$ cat src/rtl/div_issue_ctrl_if.sv
// Divider handshake bundle between the EX-stage issue controller and the
// multi-cycle divider.
interface div_issue_ctrl_if;
   logic        div_start_o;
   logic        div_annul_o;
   logic        div_signed_o;
   logic [31:0] div_opdata1_o;
   logic [31:0] div_opdata2_o;
   logic [63:0] div_ret_i;
   logic        div_ready_i;

   modport master (
      output div_start_o, div_annul_o, div_signed_o,
      output div_opdata1_o, div_opdata2_o,
      input  div_ret_i, div_ready_i
   );

   modport slave (
      input  div_start_o, div_annul_o, div_signed_o,
      input  div_opdata1_o, div_opdata2_o,
      output div_ret_i, div_ready_i
   );
endinterface

$ cat src/rtl/div_issue_ctrl.sv
// EX-stage initiator for the multi-cycle divider: issues DIV/DIVU, stalls
// while busy, writes {HI,LO} and aborts on flush or watchdog expiry.
module div_issue_ctrl #(
   parameter int WDOG_CYCLES = 64
) (
   input  logic        clk,
   input  logic        rst,
   input  logic        div_valid_i,
   input  logic        div_signed_i,
   input  logic [31:0] div_op1_i,
   input  logic [31:0] div_op2_i,
   input  logic        flush_i,
   output logic        stall_req_o,
   output logic        hilo_we_o,
   output logic [31:0] hi_o,
   output logic [31:0] lo_o,
   output logic        div_timeout_o,
   div_issue_ctrl_if.master div
);

   localparam int CW = $clog2(WDOG_CYCLES);

   typedef enum logic [1:0] {
      S_IDLE,
      S_BUSY,
      S_DONE
   } state_t;

   state_t        r_state;
   logic [CW-1:0] r_cnt;
   logic          r_start;
   logic          r_signed;
   logic [31:0]   r_op1;
   logic [31:0]   r_op2;
   logic [31:0]   r_hi;
   logic [31:0]   r_lo;
   logic          r_timeout;

   logic w_issue;
   logic w_busy;
   logic w_done;
   logic w_wdog;

   // Combinational outputs are gated by rst so everything reads 0 in reset.
   assign w_issue = rst && (r_state == S_IDLE) && div_valid_i && !flush_i;
   assign w_busy  = rst && (r_state == S_BUSY);
   assign w_done  = rst && (r_state == S_DONE);
   assign w_wdog  = (r_cnt == CW'(WDOG_CYCLES - 1));

   always_ff @(posedge clk) begin
      if (!rst) begin
         r_state   <= S_IDLE;
         r_cnt     <= '0;
         r_start   <= 1'b0;
         r_signed  <= 1'b0;
         r_op1     <= '0;
         r_op2     <= '0;
         r_hi      <= '0;
         r_lo      <= '0;
         r_timeout <= 1'b0;
      end else begin
         r_timeout <= 1'b0;
         unique case (r_state)
            S_IDLE: begin
               if (w_issue) begin
                  r_signed <= div_signed_i;
                  r_op1    <= div_op1_i;
                  r_op2    <= div_op2_i;
                  r_start  <= 1'b1;
                  r_cnt    <= '0;
                  r_state  <= S_BUSY;
               end
            end
            S_BUSY: begin
               r_cnt <= r_cnt + CW'(1);
               if (flush_i) begin
                  r_start <= 1'b0;
                  r_state <= S_IDLE;
               end else if (div.div_ready_i) begin
                  r_hi    <= div.div_ret_i[63:32];
                  r_lo    <= div.div_ret_i[31:0];
                  r_start <= 1'b0;
                  r_state <= S_DONE;
               end else if (w_wdog) begin
                  r_start   <= 1'b0;
                  r_timeout <= 1'b1;
                  r_state   <= S_IDLE;
               end
            end
            S_DONE: begin
               r_state <= S_IDLE;
            end
            default: begin
               r_state <= S_IDLE;
            end
         endcase
      end
   end

   assign stall_req_o   = w_issue || w_busy;
   assign hilo_we_o     = w_done && !flush_i;
   assign hi_o          = r_hi;
   assign lo_o          = r_lo;
   assign div_timeout_o = r_timeout;

   assign div.div_start_o   = r_start;
   assign div.div_annul_o   = w_busy && flush_i;
   assign div.div_signed_o  = r_signed;
   assign div.div_opdata1_o = r_op1;
   assign div.div_opdata2_o = r_op2;

endmodule

$ cat src/flat_wrapper.sv
// flat-port wrapper written by rule: the top's interface ports become plain ports
module div_issue_ctrl_flat 
#(
   parameter int WDOG_CYCLES = 64
)
  (clk, rst, div_valid_i, div_signed_i, div_op1_i, div_op2_i, flush_i, stall_req_o, hilo_we_o, hi_o, lo_o, div_timeout_o, div_div_start_o, div_div_annul_o, div_div_signed_o, div_div_opdata1_o, div_div_opdata2_o, div_div_ret_i, div_div_ready_i);
  div_issue_ctrl_if div_i ();
  input  logic clk;
  input  logic rst;
  input  logic div_valid_i;
  input  logic div_signed_i;
  input  logic [31:0] div_op1_i;
  input  logic [31:0] div_op2_i;
  input  logic flush_i;
  output logic stall_req_o;
  output logic hilo_we_o;
  output logic [31:0] hi_o;
  output logic [31:0] lo_o;
  output logic div_timeout_o;
  output wire logic [$bits(div_i.div_start_o)-1:0] div_div_start_o;
  output wire logic [$bits(div_i.div_annul_o)-1:0] div_div_annul_o;
  output wire logic [$bits(div_i.div_signed_o)-1:0] div_div_signed_o;
  output wire logic [$bits(div_i.div_opdata1_o)-1:0] div_div_opdata1_o;
  output wire logic [$bits(div_i.div_opdata2_o)-1:0] div_div_opdata2_o;
  input wire logic [$bits(div_i.div_ret_i)-1:0] div_div_ret_i;
  input wire logic [$bits(div_i.div_ready_i)-1:0] div_div_ready_i;
  assign div_div_start_o = div_i.div_start_o;
  assign div_div_annul_o = div_i.div_annul_o;
  assign div_div_signed_o = div_i.div_signed_o;
  assign div_div_opdata1_o = div_i.div_opdata1_o;
  assign div_div_opdata2_o = div_i.div_opdata2_o;
  assign div_i.div_ret_i = div_div_ret_i;
  assign div_i.div_ready_i = div_div_ready_i;
  div_issue_ctrl #(.WDOG_CYCLES(WDOG_CYCLES)) u_core (.clk(clk), .rst(rst), .div_valid_i(div_valid_i), .div_signed_i(div_signed_i), .div_op1_i(div_op1_i), .div_op2_i(div_op2_i), .flush_i(flush_i), .stall_req_o(stall_req_o), .hilo_we_o(hilo_we_o), .hi_o(hi_o), .lo_o(lo_o), .div_timeout_o(div_timeout_o), .div(div_i));
endmodule
$ cat config.mk
export PLATFORM = sky130hd
export DESIGN_NAME = div_issue_ctrl_flat
export DESIGN_NICKNAME = d
export VERILOG_FILES = /design/src/rtl/div_issue_ctrl_if.sv /design/src/rtl/div_issue_ctrl.sv /design/src/flat_wrapper.sv
export SDC_FILE = /design/constraint.sdc
export NUM_CORES = 1
export LEC_CHECK = 0
export CORE_MARGIN = 1
export CORE_UTILIZATION = 44
export CTS_BUF_LIST = sky130_fd_sc_hd__clkbuf_8
export DETAILED_ROUTE_END_ITERATION = 8
export GPL_ROUTABILITY_DRIVEN = 0
export PLACE_DENSITY = 0.88
export SETUP_SLACK_MARGIN = 0.1
export SLEW_MARGIN = 20
export SYNTH_ARGS = -nofsm -noshare
export SYNTH_HDL_FRONTEND = slang
export SYNTH_SLANG_ARGS = --single-unit
$ cat constraint.sdc
create_clock -name clk -period 9.2 [get_ports clk]
set_input_delay 2.76 -clock clk [delete_from_list [all_inputs] [get_ports clk]]
set_output_delay 2.76 -clock clk [all_outputs]
set_load 0.01 [all_outputs]
Word-level counts from Yosys, hierarchy flattened
Index checks and enable logic that the tools add are counted.
Operators by class
  reductions and logical operators: 17
  muxes and demuxes: 13
  equality and inequality tests: 5
  shift operators: 0
  divide/modulo/power cells: 0
  bitwise gates (word level): 3
  order comparisons: 0
  multipliers: 0
  $add $sub $neg: 1
Operator list (count)
  6-bit one-hot mux with 2 select lines: 1
  2-bit two-way mux: 4
  1-bit logical AND: 7
  6-bit by 1-bit adder with 6-bit output (second input constant): 1
  6-bit equality test (second input constant): 1
  6-bit two-way mux: 1
  2-bit AND reduction: 3
  3-bit AND reduction: 2
  1-bit two-way mux: 5
  4-bit by 3-bit != test with 1-bit output (second input constant): 1
  2-bit one-hot mux with 2 select lines: 1
  4-bit OR reduction: 1
  1-bit inverter: 3
  2-bit by 1-bit equality test with 1-bit output (second input constant): 1
  2-bit equality test (second input constant): 1
  2-bit logical NOT: 1
  2-bit by 1-bit != test with 1-bit output (second input constant): 1
  1-bit one-hot mux with 2 select lines: 1
  2-bit nonzero test: 1
  1-bit logical NOT: 1
  1-bit logical OR: 1
Word-level totals
  ROM bits: 0
  flip-flop bits (word level): 139
  word-level logic and storage cells: 48
  output and inout port bits: 134
  input port bits: 134
  bits in latches: 0
  bits in writable memories: 0
  memories: 0

Logic depth before layout (Yosys ltp)
  depth after elaboration: 6
  mapped depth: 7
  gate-level depth less buffers: 4

Worst setup path before layout
No wires, ideal clock.
  kind: input port to output port
  start point: in rst
  end point: out stall_req_o
  buffers on the path: 4
  stages on the path: 7
  data required time: 6.440 ns
  arrival: 4.055 ns
  path slack: 2.385 ns
  path through: buf_4 or3b_4 or2_1 clkbuf_1 buf_6 buf_6 o21ai_0
On the way
  word-level cells in the longest chain between the ends: 4
  elaborated cells on any way between the ends: 5
  classes of those cells: reduce/logical: 5
RTL lines
  start, declared: line flat_wrapper.sv:9  | input logic rst;
  1-bit logical AND (3 in series): line div_issue_ctrl.sv:45  | assign w_issue = rst && (r_state == S_IDLE) && div_valid_i && !flush_i;
  1-bit logical OR (*): line div_issue_ctrl.sv:100  | assign stall_req_o = w_issue || w_busy;
  end, declared: line flat_wrapper.sv:15  | output logic stall_req_o;
Every way passes the cells marked *; elsewhere a longest branch is shown, timed or not.

Worst setup path after layout
  start point: in flush_i
  end point: out stall_req_o
On the way
  word-level cells in the longest chain between the ends: 3
RTL lines
  start, declared: line flat_wrapper.sv:14  | input logic flush_i;
  1-bit logical NOT: line div_issue_ctrl.sv:45
  1-bit logical AND: line div_issue_ctrl.sv:45
  1-bit logical OR: line div_issue_ctrl.sv:100
Every way passes these cells.

==> metrics.md <==
| Metric | Value |
|---|---|
| Peak VDD IR | 0.0940 mV |
| Die ar. | 0.0123 mm2 |
| Leakage | 0.00360 uW |
| Worst r2r src | u_core.r_state[1]$_SDFFE_PN0P_ |
| Vert. Die Dim | between 100 and 150 um |
| Worst Path Arrival | 4700 ps |
| Tcrit/Tclk final | 0.811 |
| R2R Setup Slk | roughly 7100 ps |
| Num rows | 39 |
| CP endpoint kind | primary output |
| Detailed Route WL | approximately 14,000 um |
| Layout cells sized above 1 | 0.0477 |
| P&R area growth vs syn | 60.8% |
| Final Max Slew Viols | 0 |
| Seq/Total Area, Yosys | 0.535 |
| Status | finished clean |
| Cell Area, Synth | 0.00520 mm2 |
| IO Count | around 270 |
| Mux cell area share after synthesis | 0.125 |
| Post-route cell area | 0.00837 mm2 |
| GRT Residual Overflow | 0 |
| R2R depth | 4 |
| MaxCap Viol Count | 0 |
| CP max stage cell | clkdlybuf4s50_1 |
| Area of the core | 0.0115 mm2 |
| Register Area | approximately 0.0028 mm2 |
| Max FO, Critical Path | 6 |
| Fillers | 843 |
| Multi-input logic area | just over 0.002 mm2 |
| Commonest non-fill, non-tap cell in the layout | clkdlybuf4s50_1 |
| Final Setup Violations | 0 |
| Startpoint Class | input port |
| Post-CTS Resized | 0 |
| Post-Syn Nets | 749 |
| Largest stage delay, worst path | 610 ps |
| Port buffer count | 267 |
| Largest net degree at the start of global routing | around 70 |
| Clock Sinks | ~140 |
| Cells after Synth | 614 |
| Gr usage total | 0.223 |
| Cell Area, Placed | 0.00794 mm2 |
| H-tree Lvls | 4 |
| Crit path buffers/inverters | 2 |
| Hold Path Sink | u_core.lo_o[25]$_SDFFE_PN0P_ |
| Clk buf depth | 2 |
| Adder-cell share of the synthesized area | 0.00240 |
| Worst hold path type | reg -> reg |
| Post-DRT Antenna Nets | 0 |
| First-pass GRT wire length | 22,100 um |
| HPWL Detailed | 9580 um |
| Worst clock skew | roughly 11 ps |
| Setup bufs post-CTS | 0 |
| Max Clk Rate | approximately 130 MHz |
| Final hold vios | 0 |
| Num CTS Buffers | 17 |
| Slew of the pin with the lowest slew margin | 1080 ps |
| RSZ-0062 raised after global routing | no |
| Most common cell on crit path | clkdlybuf4s50_1 |
| Drt first pass iters | 4 |
| CP Cell Sequence | clkdlybuf4s50_1 -> or3b_4 -> or2_4 -> o21ai_0 -> clkdlybuf4s50_1 |
| Setup_tns | 0 ps |
| Residual DRC | 0 |
| Min Tclk post-route | 7460 ps |
| Routed length per instance | 13.3 um |
| Critical path class | in -> out |
| Compound-Gate Fraction of Synth Area | 0.0829 |
| Synth Area per Inst | 8.48 um2 |
| Initial antenna violation count | 0 |
| Simple-Gate Fraction of Synth Area | 0.172 |
| Clock transition at path regs | 70 ps |
| CTS tree | yes |
| Synth cell types | 35 |
| Pwr/cell area | 158 mW/mm2 |
| Reg-to-reg endpoint | u_core.div.div_opdata2_o[12]$_SDFFE_PN0P_ |
| Diode count | 0 |
| Clk Latency, worst-skew pair | 420 ps |
| Die X | 111 um |
| Top delay family on crit path | buffers and inverters |
| Final nets | 1,003 |
| YS warnings | 0 |
| Hold_buf cts | 0 |
| Largest family of logic cells by synthesized area | simple AND/OR/NAND/NOR gates |
| DR vias | 4,817 |
| Starting density of the core | 0.454 |
| Critical Path RT | between 6000 and 7000 ps |
| Violation count after the first detailed-route iteration | ~250 |
| Clock root cell | clkbuf_8 |
| Slew margin rel. | 0.279 |
| Vias in the first global route | 4,682 |
| Hold wc startpoint | u_core.lo_o[25]$_SDFFE_PN0P_ |
| Count of state elements after synthesis | 139 |
| Most frequent cells in the layout | 266 x clkdlybuf4s50_1, 200 x nand2_1, 139 x dfxtp_1, 68 x inv_1, 67 x a21oi_1 |
| Synth Area in XOR/XNOR | 0 |
| Vias per cell | ~4.7 |
| WHS Path Cells | 2 |
## kinds of logic (layout without fill, tap and decap cells)
kind of cell,after synthesis,after routing
compound gates,81,81
buf+inv,105,371
mux,65,65
flops,139,139
simple gates,223,223
fa+ha+maj,1,1
## routing by layer
metal / vias to the layer above / part of all wire / global-route usage
met1: 2151 / 0.40 / 0.245
met3: 18 / 0.10 / 0.0946
met4: 0 / 0.018 / 0.0916
li1: 2439 / - / -
met2: 209 / 0.48 / 0.378
met5: - / 0 / 0
## cells in the mapped netlist
master       n  area, um2
or3b_4       1       11.3
o21ai_0      5       25.0
nand3_1      2       10.0
or4_1        1       7.51
nor4_1       1       6.26
a21oi_1     67        335
clkbuf_1    28        105
nor2_1       4       15.0
a211oi_1     2       15.0
or2_2        1       6.26
nor3_1       1       5.00
buf_2        3       15.0
a311oi_1     1       8.76
a41oi_1      1       8.76
o31ai_1      1       7.51
o21a_1       1       7.51
a22oi_1      1       7.51
mux2i_1     65        651
nor4bb_1     1       10.0
inv_1       67        251
a221oi_1     1       8.76
and3_1       1       6.26
dfxtp_1    139       2780
buf_1        1       3.75
o211ai_1     1       7.51
inv_2        1       3.75
or3_1        1       6.26
nand2b_1     5       31.3
buf_6        4       45.0
nand2_1    200        751
ha_1         1       12.5
nor2b_1      2       12.5
or2_1        1       6.26
nand4bb_1    1       11.3
buf_4        1       7.51
## report_power, final
| part | leakage [uW] | switching [uW] | internal (uW) |
|---|---|---|---|
| clock | 0.000223 | 224 | 307 |
| combinational | 0.00225 | 60.1 | 101 |
| sequential | 0.00113 | 10.6 | 622 |
| total | 0.00360 | 294 | 1030 |
## tightest hold or removal path, stage by stage (launching register included)
cell and delay, ps:
dfxtp_1 310, nand2_1 50, a21oi_1 50
## layout make-up
cell class,instances,share of cell area
tap,143,0.0214
inverter,68,0.0305
timing repair buffer,272,0.323
multi-input combinational,370,0.241
sequential,139,0.332
clock inverter,12,0.0206
clock buffer,19,0.0312
## metrics by stage
stage                     hold slack [ps]   util  setup WS (ps)  power (uW)  cells
after floorplan                       443      -           2380         700    614
after global placement                441  0.692           1740         806    992
after detailed placement              446  0.692           1740         808    992
after CTS                             457  0.730           1740        1340   1023
after global routing                  474  0.730           1670        1380   1023
final                                 455  0.730           1740        1320   1023
## sequential cells by signal (all words and copies together) (netlist names)
register	cells
u_core.div.div_opdata1_o	32
u_core.div.div_opdata2_o	32
u_core.div.div_signed_o	1
u_core.div.div_start_o	1
u_core.div_timeout_o	1
u_core.hi_o	32
u_core.lo_o	32
u_core.r_cnt	6
u_core.r_state	2
## how the worst max path moves through the flow
stage,to,slack [ps],cells after the start,from
3_3_place_gp,stall_req_o,1740,5,flush_i
5_1_grt,stall_req_o,1670,5,flush_i
4_1_cts,stall_req_o,1740,5,flush_i
2_1_floorplan,stall_req_o,2380,7,rst
6_report,stall_req_o,1740,5,flush_i
3_5_place_dp,stall_req_o,1740,5,flush_i
Power figures use the tool's default switching activity.
